==> config.mk <==
export PLATFORM = sky130hd
export DESIGN_NAME = shift_wb_ctrl
export DESIGN_NICKNAME = d
export VERILOG_FILES = /design/src/rtl/shift_wb_ctrl.sv
export SDC_FILE = /design/constraint.sdc
export NUM_CORES = 1
export LEC_CHECK = 0
export CAP_MARGIN = 10
export CORE_AREA = 2 2 40 42
export CTS_BUF_LIST = sky130_fd_sc_hd__clkbuf_8
export DETAILED_ROUTE_END_ITERATION = 8
export DIE_AREA = 0 0 42 44
export GPL_TIMING_DRIVEN = 1
export HOLD_SLACK_MARGIN = 0.06
export PLACE_DENSITY = 0.88
export SYNTH_ARGS = -nofsm -noshare
export SYNTH_HDL_FRONTEND = slang
export SYNTH_SLANG_ARGS = --single-unit
==> constraint.sdc <==
create_clock -name CLK -period 2 [get_ports CLK]
set_input_delay 0.4 -clock CLK [delete_from_list [all_inputs] [get_ports CLK]]
set_output_delay 0.4 -clock CLK [all_outputs]
set_load 0.01 [all_outputs]
==> src/rtl/shift_wb_ctrl.sv <==
// shift_wb_ctrl: write-back path sequencer for the 8-bit processor.
// Sequences the iterative 1-bit-per-cycle shifter and owns the single
// register-file write port.
//
// In IDLE and RUN the ALU has the write port. A shift uses it only
// in its single WB cycle.
//
// Ports:
//   CLK, RESET        clock; synchronous active-high reset
//   ALU_VALID/DEST    single-cycle ALU write request and target register
//   SHIFT_START/AMOUNT/DEST  shift request, step count, target register
//   SHIFT             write-back mux select (0 ALU, 1 shifter)
//   WRITE_ENABLE/ADDRESS     register-file write strobe and address
//   SHIFTER_LOAD/STEP shifter operand load / one 1-bit shift
//   BUSY              issue stall while a shift is in flight
//   DONE              registered pulse the cycle after shift write-back
module shift_wb_ctrl #(
  parameter int unsigned ADDR_WIDTH = 3,
  parameter int unsigned AMT_WIDTH  = 3
) (
  input  logic                  CLK,
  input  logic                  RESET,
  input  logic                  ALU_VALID,
  input  logic [ADDR_WIDTH-1:0] ALU_DEST,
  input  logic                  SHIFT_START,
  input  logic [AMT_WIDTH-1:0]  SHIFT_AMOUNT,
  input  logic [ADDR_WIDTH-1:0] SHIFT_DEST,
  output logic                  SHIFT,
  output logic                  WRITE_ENABLE,
  output logic [ADDR_WIDTH-1:0] WRITE_ADDRESS,
  output logic                  SHIFTER_LOAD,
  output logic                  SHIFTER_STEP,
  output logic                  BUSY,
  output logic                  DONE
);

  typedef enum logic [1:0] {
    IDLE = 2'd0,
    RUN  = 2'd1,
    WB   = 2'd2
  } state_e;

  state_e                state_q, state_d;
  logic [AMT_WIDTH-1:0]  count_q, count_d;
  logic [ADDR_WIDTH-1:0] dest_q,  dest_d;
  logic                  done_q,  done_d;

  always_ff @(posedge CLK) begin
    if (RESET) begin
      state_q <= IDLE;
      count_q <= '0;
      dest_q  <= '0;
      done_q  <= 1'b0;
    end else begin
      state_q <= state_d;
      count_q <= count_d;
      dest_q  <= dest_d;
      done_q  <= done_d;
    end
  end

  always_comb begin
    state_d       = state_q;
    count_d       = count_q;
    dest_d        = dest_q;
    done_d        = 1'b0;
    SHIFT         = 1'b0;
    WRITE_ENABLE  = 1'b0;
    WRITE_ADDRESS = '0;
    SHIFTER_LOAD  = 1'b0;
    SHIFTER_STEP  = 1'b0;
    BUSY          = 1'b0;

    // Under reset every combinational output stays at its zero default.
    if (!RESET) begin
      unique case (state_q)
        IDLE: begin
          WRITE_ENABLE  = ALU_VALID;
          WRITE_ADDRESS = ALU_DEST;
          if (SHIFT_START) begin
            SHIFTER_LOAD = 1'b1;
            dest_d       = SHIFT_DEST;
            if (SHIFT_AMOUNT == '0) begin
              state_d = WB;
            end else begin
              count_d = SHIFT_AMOUNT;
              state_d = RUN;
            end
          end
        end

        RUN: begin
          BUSY          = 1'b1;
          SHIFTER_STEP  = 1'b1;
          WRITE_ENABLE  = ALU_VALID;
          WRITE_ADDRESS = ALU_DEST;
          // RUN is entered only with a non-zero count; the guard keeps the
          // counter from ever wrapping.
          if (count_q != '0) begin
            count_d = count_q - AMT_WIDTH'(1);
          end
          if (count_q <= AMT_WIDTH'(1)) begin
            state_d = WB;
          end
        end

        WB: begin
          BUSY          = 1'b1;
          SHIFT         = 1'b1;
          WRITE_ENABLE  = 1'b1;
          WRITE_ADDRESS = dest_q;
          done_d        = 1'b1;
          state_d       = IDLE;
        end

        default: begin
          state_d = IDLE;
        end
      endcase
    end
  end

  assign DONE = done_q;

endmodule

==> key figures <==
Hold path
  • Worst hold-check path type: flop to flop

Yosys
  • Syn avg cell area: ~8.0 um^2
  • Post-Syn Nets: 93
  • Post-synthesis async set-or-reset flop share: 0
  • Share of the synthesized area in the top cell type: 0.3044
  • Post-Syn Instances: 74
  • Cell Area, Synth: approximately 590 um^2
  • Post-synth EDFFs: 0
  • Top post-synthesis cells by count: dfxtp_1 (9), nand2_1 (9), nor2_1 (7), a21oi_1 (6), ha_1 (6)
  • Post-synth cell types: 26
  • Prevailing post-synth register cell: dfxtp_1
  • Synth top area cells: dfxtp_1 (30%), ha_1 (13%), nand2_1 (5.7%), a21oi_1 (5.1%), a22oi_1 (5.1%)
  • Warnings from Yosys: 0
  • Register area share after synthesis: 0.3044
  • Dominant cell type by area after synthesis: dfxtp_1
  • Flops & latches, synth: 9

Layout
  • Fin nets: between 100 and 150
  • Diodes inserted: 0
  • Layout cells sized above 1: 0.2500
  • Syn-to-layout area delta: 60.47%
  • Non-filler cells, final: 124

Run
  • Max Cap Viol: 0

Setup path
  • CP Capture Type: output pin
  • Crit path buf inv count: 2
  • Startpoint Class: input port
  • Max stage delay on crit path: 540 ps
  • Critical Path RT: 1600 ps
  • Critical path's most frequent cell: clkdlybuf4s50_1
  • CP delay by family, top: buffers and inverters
  • CP arrival: 1540 ps
  • Max stage delay cell, worst path: clkdlybuf4s50_1
  • CP max FO: 1
  • Setup Crit Path Kind: input port to output pin
  • Critical Path, Cell by Cell: clkdlybuf4s50_1, mux2i_1, nor2_1, clkdlybuf4s50_1

Clock tree
  • Clk sinks: 9
  • Clock transition at path regs: roughly 50 ps
  • Clk buf depth: 2
  • # H-tree levels: 1
  • TritonCTS buffer count: 3
  • CTS tree: done
  • Hold Buf Count CTS: 0
  • Clk Latency, worst-skew pair: 240 ps
  • Root buffer cell: clkbuf_8

Detailed routing
  • Starting DRT DRC Count: 9
  • DR vias: 652
  • Antenna Nets Post-Route: 0
  • DRC errors left: 0
  • DR pass1 iterations: 4
  • WL final: between 1.5 and 2 mm
  • WL per Instance: about 12 um
  • Vias per inst: 5.258

Power and ir drop
  • Power Total: 0.0007306 W
  • Leak: 0.4367 nW
  • Pwr/cell area: about 770 nW/um^2
  • Max IR drop VDD: 0.3816 mV

STA
  • Minimum clock period: around 1900 ps
  • Hold WS: 453.4 ps
  • Worst setup margin: just under 60 ps
  • Fmax: 515.1 MHz
  • Fin crit share: 0.9707
  • Worst-margin pin slew: about 270 ps
  • Clock skew: 2.652 ps
  • Relative slew slack: 0.8205
  • Final count of pins violating max slew: 0
  • Final Hold Violating Endpoints: 0
  • Setup TNS: 0 ps
  • Setup Viol. Count Final: 0

Global routing
  • Vias in the first global route: 632
  • Initial antenna violation count: 0
  • GR Overflow Total: 0
  • First-pass GRT wire length: between 2 and 3 mm
  • Overall global routing resource usage: 0.1866
  • Largest net degree at the start of global routing: 9

Floorplanning
  • Initial core utilization: 0.4171
  • DIE AREA: 1848 um^2
  • Core Area: 1419 um^2
  • Die Wd: 42 um
  • Die Ht: roughly 44 um
  • Top Ports: 22
  • Cell Rows: 14

Place
  • Pre-CTS WS: -144.2 ps
  • Gp weighted congestion: slightly below 0.9
  • Number of port buffers: 21
  • Placed insts: between 100 and 150
  • Post-DP HPWL: roughly 1.2 mm

Outcome
  • Outcome: complete, no violations
==> sequential cells by signal, summed over array words and instances, names as in the netlist <==
name / cells
count_q: 3
dest_q: 3
state_q: 2
DONE: 1
==> routing by layer <==
metal | up-vias | track usage | wire, um
li1 | 329 | - | -
met1 | 293 | 0.2141 | 662
met2 | 25 | 0.3063 | 746
met3 | 5 | 0.05000 | 95
met4 | 0 | 0.1226 | 30
met5 | - | 0 | 0
==> metrics by stage <==
stage / utilization / area, um^2
2_1_floorplan: - / 591.8
3_3_place_gp: 0.6314 / 895.9
3_5_place_dp: 0.6314 / 895.9
4_1_cts: 0.6623 / 939.7
5_1_grt: 0.6693 / 949.7
6_report: 0.6693 / 949.7
==> repair_timing <==
item,4_1_cts,5_1_grt
setup endpoints to repair,8,4
cloned,0,0
gates resized for setup,12,7
buffers inserted,0,0
==> cells by family (layout without fill, tap and decap cells) <==
logic type | Yosys count | after routing | synth area share
multiplexers | 2 | 2 | 0.03383
adder cells (fa/ha/maj) | 6 | 6 | 0.1268
AO/OA/AOI/OAI | 18 | 18 | 0.2135
AND/OR/NAND/NOR | 31 | 31 | 0.2622
flip-flops | 9 | 9 | 0.3044
buffers and inverters | 8 | 42 | 0.05917
==> worst min-delay path: stages (launching register included) <==
cell and delay (ps):
dfxtp_1 300, nand2_1 50, a21oi_1 50
==> layout make-up <==
type,count,area (um^2)
Clock buffer,3,41.29
Clock inverter,1,3.754
Fill cell,109,469.2
Inverter,5,18.77
Multi-Input combinational cell,57,389.1
Sequential cell,9,182.7
Tap cell,16,20.02
Timing Repair Buffer,33,294.0
==> power by group <==
part / internal, W / switching [W]
Clock: 0.000134 / 0.0000767
Combinational: 0.000157 / 0.000143
Sequential: 0.000205 / 0.0000139
==> placed cells by master, fill, tap and decap left out, drive strengths merged <==
cell type / count
o21ai: 3
nand3: 3
or3: 1
or4b: 1
ha: 6
a211oi: 3
nor3: 4
a22oi: 4
dlygate4sd2: 4
or2b: 1
clkdlybuf4s50: 13
nand2b: 1
nor2: 7
nor2b: 2
mux2i: 2
a21o: 1
nand2: 9
nand3b: 1
buf: 12
inv: 5
dlymetal6s2s: 1
clkbuf: 4
o2111ai: 1
a21oi: 6
or2: 1
dfxtp: 9
clkinv: 1
clkdlybuf4s15: 2
==> final timing paths <==
check	startpoint	slack, ps	end	cells after the start
hold / removal	dest_q[0]	450	dest_q[0]	2
setup / recovery	ALU_VALID	60	WRITE_ENABLE	4
hold reg to reg	dest_q[0]	450	dest_q[0]	2
setup reg to reg	state_q[1]	250	count_q[1]	7
Power figures use the tool's default switching activity.
